<file path="src/rtl/alu_mul_sequencer.sv">
// Unsigned 32x32->64 shift-and-add multiplier driving the shared ALU in ADD mode; each add is held SETTLE_CYCLES.
// Latency 32 + popcount(multiplier)*SETTLE_CYCLES cycles; in_ready only in IDLE; product held until out_ready.
module alu_mul_sequencer #(
  parameter int SETTLE_CYCLES = 4
) (
  input  logic        clk,
  input  logic        rst_n,
  input  logic        in_valid,
  output logic        in_ready,
  input  logic [31:0] in_mcand,
  input  logic [31:0] in_mplier,
  output logic        out_valid,
  input  logic        out_ready,
  output logic [63:0] out_product,
  output logic        out_hi_nonzero,
  output logic        busy,
  output logic [31:0] alu_operand_a,
  output logic [31:0] alu_operand_b,
  output logic        alu_command,
  input  logic [31:0] alu_result,
  input  logic        alu_carryout
);

  localparam int SW = $clog2(SETTLE_CYCLES + 1);
  localparam logic [SW-1:0] SETTLE_LAST = SW'(SETTLE_CYCLES - 1);

  typedef enum logic [1:0] {
    S_IDLE,
    S_EVAL,
    S_ADD,
    S_DONE
  } state_t;

  state_t        r_state;
  state_t        w_state_nxt;
  logic [31:0]   r_mcand;
  logic [31:0]   r_hi;
  logic [31:0]   r_lo;
  logic [4:0]    r_bitcnt;
  logic [SW-1:0] r_settle;
  logic [31:0]   w_mcand_nxt;
  logic [31:0]   w_hi_nxt;
  logic [31:0]   w_lo_nxt;
  logic [4:0]    w_bitcnt_nxt;
  logic [SW-1:0] w_settle_nxt;
  logic          w_last_bit;

  assign w_last_bit = (r_bitcnt == 5'd31);

  always_ff @(posedge clk) begin
    if (!rst_n) begin
      r_state <= S_IDLE;
    end else begin
      r_state <= w_state_nxt;
    end
  end

  always_ff @(posedge clk) begin
    if (!rst_n) begin
      r_mcand  <= '0;
      r_hi     <= '0;
      r_lo     <= '0;
      r_bitcnt <= '0;
      r_settle <= '0;
    end else begin
      r_mcand  <= w_mcand_nxt;
      r_hi     <= w_hi_nxt;
      r_lo     <= w_lo_nxt;
      r_bitcnt <= w_bitcnt_nxt;
      r_settle <= w_settle_nxt;
    end
  end

  always_comb begin
    w_state_nxt  = r_state;
    w_mcand_nxt  = r_mcand;
    w_hi_nxt     = r_hi;
    w_lo_nxt     = r_lo;
    w_bitcnt_nxt = r_bitcnt;
    w_settle_nxt = r_settle;
    case (r_state)
      S_IDLE: begin
        if (in_valid) begin
          w_mcand_nxt  = in_mcand;
          w_lo_nxt     = in_mplier;
          w_hi_nxt     = '0;
          w_bitcnt_nxt = '0;
          w_state_nxt  = S_EVAL;
        end
      end
      S_EVAL: begin
        if (r_lo[0]) begin
          w_settle_nxt = '0;
          w_state_nxt  = S_ADD;
        end else begin
          w_hi_nxt     = {1'b0, r_hi[31:1]};
          w_lo_nxt     = {r_hi[0], r_lo[31:1]};
          w_bitcnt_nxt = r_bitcnt + 5'd1;
          if (w_last_bit) begin
            w_state_nxt = S_DONE;
          end
        end
      end
      S_ADD: begin
        // ALU inputs (hi, mcand) stay frozen here; the 33-bit sum is only trusted on the last settle cycle.
        w_settle_nxt = r_settle + SW'(1);
        if (r_settle == SETTLE_LAST) begin
          w_hi_nxt     = {alu_carryout, alu_result[31:1]};
          w_lo_nxt     = {alu_result[0], r_lo[31:1]};
          w_bitcnt_nxt = r_bitcnt + 5'd1;
          w_state_nxt  = w_last_bit ? S_DONE : S_EVAL;
        end
      end
      S_DONE: begin
        if (out_ready) begin
          w_state_nxt = S_IDLE;
        end
      end
      default: w_state_nxt = S_IDLE;
    endcase
  end

  assign in_ready       = (r_state == S_IDLE);
  assign out_valid      = (r_state == S_DONE);
  assign out_product    = out_valid ? {r_hi, r_lo} : 64'd0;
  assign out_hi_nonzero = out_valid && (r_hi != 32'd0);
  assign busy           = (r_state == S_EVAL) || (r_state == S_ADD);
  assign alu_operand_a  = r_hi;
  assign alu_operand_b  = r_mcand;
  assign alu_command    = 1'b0;

endmodule

</file>
<file path="config.mk">
export PLATFORM = sky130hd
export DESIGN_NAME = alu_mul_sequencer
export DESIGN_NICKNAME = d
export VERILOG_FILES = /design/src/rtl/alu_mul_sequencer.sv
export SDC_FILE = /design/constraint.sdc
export NUM_CORES = 1
export LEC_CHECK = 0
export CORE_ASPECT_RATIO = 0.7
export CORE_MARGIN = 4
export CORE_UTILIZATION = 35
export CTS_CLUSTER_SIZE = 8
export DETAILED_ROUTE_END_ITERATION = 16
export PLACE_DENSITY = 0.74
export SLEW_MARGIN = 0
export SYNTH_ARGS = -nofsm -noshare
export SYNTH_HDL_FRONTEND = slang
export SYNTH_SLANG_ARGS = --single-unit
</file>
<file path="constraint.sdc">
create_clock -name clk -period 1.95 [get_ports clk]
set_input_delay 0.2925 -clock clk [delete_from_list [all_inputs] [get_ports clk]]
set_output_delay 0.2925 -clock clk [all_outputs]
set_load 0.05 [all_outputs]
</file>
==> metrics.md, run 1 <==
| Metric | Value |
|---|---|
| Routed length per placed instance | around 18 um |
| Static Leak | 3.40 nW |
| Worst R2R Start | r_state[0] |
| Multi-input logic area | approximately 0.0028 mm^2 |
| Worst path slowest cell | clkdlybuf4s50_1 |
| Antenna Cells | 0 |
| CTS tree | built |
| Min cycle time layout | 1.89 ns |
| Tcrit/Tclk final | 0.971 |
| Type of origin of the critical path | flop |
| Routed WL | 17700 um |
| Initial antenna violation count | 1 |
| Final non-filler cell total | ~1000 |
| Die Wd | 152 um |
| Placed cell areas | 0.00836 mm^2 |
| Pin count of the biggest net entering global routing | 111 |
| Crit path kind | flop to output pin |
| TritonCTS Buffers | 9 |
| Worst slew pin tran | 0.517 ns |
| Worst Skew | roughly 0.0079 ns |
| Syn_nets | 710 |
| Area leader, netlist | dfxtp_1 |
| Peak supply drop | 0.703 mV |
| Clk pwr share | 0.159 |
| Worst Setup SP | alu_operand_a[24] |
| R2r worst-path depth | 6 |
| Pwr dens | approximately 1400 mW/mm^2 |
| CP endpoint | alu_operand_a[24] |
| Core area | roughly 0.014 mm^2 |
| Final net count | 910 |
| Register area | 0.00213 mm^2 |
| Cell breakdown of the critical path | clkdlybuf4s50_1 |
| Average size of a mapped cell | 8.53 um^2 |
| H-tree Lvls | 3 |
| Synthesized area | 0.00511 mm^2 |
| Number of enable flip-flop cells after synthesis | 0 |
| TritonCTS Sinks | 106 |
| Psw | ~0.0057 W |
| DP Cell Count | 977 |
| Hold Crit Class | flop to flop |
| Fill count | between 1000 and 1500 |
| Syn. warnings | 0 |
| FF-to-FF End | alu_operand_a[26] |
| Port Buffers | between 200 and 250 |
| Row count | 36 |
| DP HPWL | 12400 um |
| Status | finished clean |
| # setup viols final | 0 |
| Root Driver | clkbuf_16 |
| CP max stage delay | 0.84 ns |
| DRT iter0 DRCs | 279 |
| Sequential area share after synthesis | 0.415 |
| P_int | 0.00664 W |
| Maximum buffer depth of the clock tree | 2 |
| First-pass GRT wire length | 28200 um |
| Post-synthesis register bit count | between 100 and 150 |
| RSZ-0062 raised after global routing | yes |
| Fmax | about 530 MHz |
| Crit path required time | 1.66 ns |
| Synth-to-Final Area Change | 71.9% |
| Final hold vios | 0 |
| Layout cells sized above 1 | 0.235 |
| Drt drc | 0 |
| Rel. slew slack | 0.654 |
| GP Congestion | 0.844 |
| Critical Path Fanout Max | 5 |
| Final Slew Violations | 0 |
| Die H | between 100 and 150 um |
| Final Power | 0.0123 W |
| Combinational share of power | 0.535 |
| Primary FF master, synth | dfxtp_1 |
| Vias in the first global route | 5302 |
| Ys async rst share | 0 |
| Post-CTS Repair Setup Buffers | 0 |
| Vias | 5315 |
| Clock latency on the worst-skew pair | roughly 0.34 ns |
| Die area | ~0.017 mm^2 |
| Crit path DAT | 1.60 ns |
| Io pins | 234 |
| Crit-path leading delay family | buffers and inverters |
| Worst Setup End Kind | output pin |
| Max-cap violation count | 0 |
| Count of different cell masters after synthesis | 38 |
| Cell depth of the worst setup path | 1 |
| R2R Setup Slk | 0.13 ns |
| Gr ovfl total | 0 |
| Ranking of synthesized cells by area | dfxtp_1 (42%), a221oi_1 (10%), and2_1 (8.3%) |
| Synth cell count leaders | dfxtp_1 (106), nand2_1 (76), and2_1 (68) |
| Cell count after synthesis | 599 |
| Setup TNS | 0 ns |
| Clock-pin slew of the registers on the worst-case setup and hold paths | 0.07 ns |
| Hold buffers post-CTS | 0 |
| Drt via density | 5.35 |
| CP Buf/Inv Count | 1 |
| Finished Cell Area | 0.00878 mm^2 |
| Initial Util | 0.362 |
| Synth top area share | 0.415 |
| TritonRoute pass-1 iters | 5 |
| Net switching share of the total power | 0.460 |
| Final ANT Viol Nets | 0 |
| Count leader, synth | dfxtp_1 |
| GRT Total Usage | 0.205 |
| Flop pwr share | 0.305 |
worst min path at each step:
| stage | cells past startpoint | start | to |
|---|---|---|---|
| 6_report | 2 | alu_operand_b[0] | alu_operand_b[0] |
| 3_3_place_gp | 2 | alu_operand_b[23] | alu_operand_b[23] |
| 2_1_floorplan | 2 | in_mcand[0] | alu_operand_b[0] |
| 3_5_place_dp | 2 | alu_operand_b[0] | alu_operand_b[0] |
| 5_1_grt | 2 | alu_operand_b[13] | alu_operand_b[13] |
| 4_1_cts | 2 | alu_operand_b[0] | alu_operand_b[0] |
routing by layer:
metal | track usage | vias to the layer above | share of wire
li1 | - | 2508 | -
met1 | 0.266 | 2563 | 0.44
met2 | 0.324 | 217 | 0.46
met3 | 0.0750 | 25 | 0.085
met4 | 0.0579 | 2 | 0.017
met5 | 0 | - | 0.00074
stage by stage:
| stage | hold WS (ns) | util | setup WS (ns) |
|---|---|---|---|
| after floorplan | 0.437 | - | 0.0821 |
| after global placement | 0.451 | 0.593 | 0.0777 |
| after detailed placement | 0.459 | 0.593 | -0.0200 |
| after CTS | 0.472 | 0.617 | 0.000615 |
| after global routing | 0.486 | 0.623 | -0.0134 |
| final | 0.468 | 0.623 | 0.0568 |
cells in the final DEF, fill, tap and decap left out, drive strengths merged, types with 4 or more instances in the layout:
| master | netlist | final |
|---|---|---|
| dfxtp | 106 | 106 |
| nand2 | 76 | 76 |
| nand2b | 4 | 4 |
| clkdlybuf4s50 | 0 | 151 |
| nand3 | 10 | 10 |
| dlymetal6s2s | 0 | 6 |
| buf | 21 | 88 |
| a221oi | 61 | 61 |
| a21oi | 5 | 5 |
| ha | 10 | 10 |
| a21boi | 36 | 36 |
| clkbuf | 37 | 11 |
| nor4 | 8 | 8 |
| and2 | 69 | 69 |
| inv | 4 | 5 |
| nor2 | 63 | 63 |
| nor3b | 31 | 31 |
| o21ai | 37 | 37 |
worst min-delay path, delay by kind of cell, from the launching register on:
family           cells  cell delay (ns)
flip-flops           1             0.31
AO/OA/AOI/OAI        1             0.06
AND/OR/NAND/NOR      1             0.05
flip-flops by register name, indices dropped and copies added (netlist names):
name           cells
r_settle           3
r_lo              32
r_bitcnt           5
r_state            2
alu_operand_b     32
alu_operand_a     32
timing repair:
action	CTS	global route
gates cloned	0	1
pin swaps	0	4
gates resized for setup	3	19
endpoints found under the hold margin	0	0
setup endpoints to repair	3	128
layout make-up:
cell class	instances	area share
tap	190	0.0271
clock inverter	6	0.0103
inverter	4	0.00171
sequential	106	0.242
timing repair buffer	247	0.369
multi-input combinational	431	0.323
clock buffer	10	0.0261
kinds of logic (layout without fill, tap and decap cells):
group | Yosys count | in the layout | synth area share
multiplexers | 1 | 1 | 0.00196
AND/OR/NAND/NOR | 271 | 271 | 0.288
flip-flops | 106 | 106 | 0.415
adder cells (fa/ha/maj) | 10 | 10 | 0.0245
buffers and inverters | 62 | 267 | 0.0553
other | 1 | 1 | 0.000734
AO/OA/AOI/OAI | 148 | 148 | 0.214
power groups by stage:
| stage | registers, W | logic (W) | clock network [W] |
|---|---|---|---|
| 2_1_floorplan | 0.00484 | 0.00309 | 0 |
| 3_3_place_gp | 0.00369 | 0.00632 | 0 |
| 3_5_place_dp | 0.00373 | 0.00653 | 0 |
| 4_1_cts | 0.00371 | 0.00657 | 0.00201 |
| 5_1_grt | 0.00388 | 0.00707 | 0.00211 |
| 6_report | 0.00376 | 0.00659 | 0.00196 |
Note: power is estimated with default switching activity, not from simulation.
==> inputs of run 2 (changes only) <==
Settings changed: CORE_UTILIZATION 35 to 42, CTS_CLUSTER_SIZE 8 to default, PLACE_DENSITY 0.74 to 0.85.
==> run 2 against run 1 <==
Sequential share of layout area increased by 0.13 points. Via count up 0.13%. Clock-buffer cell count is the same. Sequential cell count did not move. Die area is 16% lower. Register-to-register slack worse by 0.05 ns. Final cell count down 3.2%. Critical path type unchanged. Critical endpoint is now out_product[59].
==> metrics.md, run 2 (same netlist as run 1, synthesis figures left out) <==
| Metric | Value |
|---|---|
| Worst R2R Start | r_state[0] |
| Status | finished clean |
| Antenna Cells | 0 |
| Static Leak | 3.56 nW |
| Peak supply drop | about 0.67 mV |
| Initial antenna violation count | 0 |
| Pin count of the biggest net entering global routing | approximately 110 |
| Hold Path Origin | alu_operand_b[16] |
| Type of origin of the critical path | flop |
| Pwr dens | roughly 1400 mW/mm^2 |
| Crit path kind | flop to output pin |
| Synth-to-Final Area Change | 71.0% |
| Net switching share of the total power | 0.466 |
| Maximum buffer depth of the clock tree | 2 |
| Vias in the first global route | 5286 |
| Die Wd | 140 um |
| Final net count | around 900 |
| Worst Setup End Kind | output pin |
| Die H | 100 um |
| Die area | around 0.014 mm^2 |
| Clock-pin slew of the registers on the worst-case setup and hold paths | 0.07 ns |
| Fmax | 514 MHz |
| CTS tree | built |
| Io pins | ~230 |
| Combinational share of power | 0.538 |
| PnR worst setup slack | 0.00591 ns |
| Hold buffers post-CTS | 0 |
| Flop pwr share | 0.309 |
| Routed WL | 17500 um |
| Core area | approximately 0.012 mm^2 |
| Row count | 33 |
| TritonCTS Sinks | 106 |
| H-tree Lvls | 3 |
| Initial Util | 0.433 |
| RSZ-0062 raised after global routing | yes |
| DRT iter0 DRCs | 414 |
| Final ANT Viol Nets | 0 |
| Setup WS pre-CTS | 0.0315 ns |
| Final Slew Violations | 0 |
| Worst Skew | about 0.0061 ns |
| Drt drc | 0 |
| Clk pwr share | 0.153 |
| Hold Crit Class | flop to flop |
| First-pass GRT wire length | 27800 um |
| GRT Total Usage | 0.239 |
| Worst slew pin tran | 0.527 ns |
| Min cycle time layout | ~1.9 ns |
| Crit path required time | 1.66 ns |
| GP Congestion | between 0.8 and 0.9 |
| P_int | 0.00653 W |
| Setup TNS | 0 ns |
| Layout cells sized above 1 | 0.235 |
| Final non-filler cell total | 962 |
| Routed length per placed instance | roughly 18 um |
| Clock latency on the worst-skew pair | 0.34 ns |
| # setup viols final | 0 |
| Most frequent cells in the layout | clkdlybuf4s50_1 (143), dfxtp_1 (101), nand2_1 (76) |
| Vias | 5322 |
| Drt via density | ~5.5 |
| Commonest non-fill, non-tap cell in the layout | clkdlybuf4s50_1 |
| Gr ovfl total | 0 |
| Rel. slew slack | 0.648 |
| Port Buffers | 232 |
| Psw | 0.00570 W |
| Crit path DAT | 1.65 ns |
| TritonRoute pass-1 iters | 5 |
| Critical Path Fanout Max | 45 |
| Tcrit/Tclk final | 0.997 |
| DP HPWL | between 10000 and 15000 um |
| Root Driver | clkbuf_16 |
| TritonCTS Buffers | 9 |
| Final hold slack | 0.463 ns |
| Final hold vios | 0 |
| Max-cap violation count | 0 |
| Worst Setup SP | r_state[1] |
| DP Cell Count | 944 |
[run 2: cell type report]
class,count,area [um^2]
clock buffer,10,239
clock inverter,6,71.3
fill,842,3070
inverter,4,15.0
multi-input combinational,431,2840
sequential,106,2130
tap,157,196
timing repair buffer,248,3250
[run 2: metrics by stage]
step | cell area, um^2 | util | power, W
2_1_floorplan | 5190 | - | 0.00793
3_3_place_gp | 8300 | 0.703 | 0.00987
3_5_place_dp | 8300 | 0.703 | 0.0102
4_1_cts | 8620 | 0.730 | 0.0121
5_1_grt | 8740 | 0.740 | 0.0129
6_report | 8740 | 0.740 | 0.0122
[run 2: critical path, stage by stage, from the launching register on]
cell and delay, ns:
dfxtp_1 0.33, buf_4 0.14, ha_2 0.23, buf_12 0.21, and2_1 0.22, buf_12 0.15
[run 2: final timing paths]
kind | endpoint | slack (ns) | cells past startpoint
max | out_product[59] | 0.006 | 5
min | alu_operand_b[16] | 0.46 | 2
max reg2reg | alu_operand_a[30] | 0.08 | 7
min reg2reg | alu_operand_b[16] | 0.46 | 2
[run 2: routing by layer]
metal,GRT usage,vias up,share of wire
li1,-,2510,-
met1,0.307,2543,0.41
met4,0.0588,0,0.017
met3,0.0781,23,0.093
met2,0.394,246,0.48
met5,0,-,0
[run 2: timing repair]
action | 4_1_cts | 5_1_grt
gates resized for setup | 4 | 32
pin swaps | 1 | 5
setup buffers | 0 | 2
setup endpoints to repair | 3 | 130
[run 2: power groups by stage]
stage	combinational [W]	clock, W	sequential, W
after CTS	0.00646	0.00190	0.00371
after global routing	0.00706	0.00200	0.00389
final	0.00658	0.00187	0.00377
after detailed placement	0.00644	0	0.00373
after global placement	0.00620	0	0.00367
after floorplan	0.00309	0	0.00484
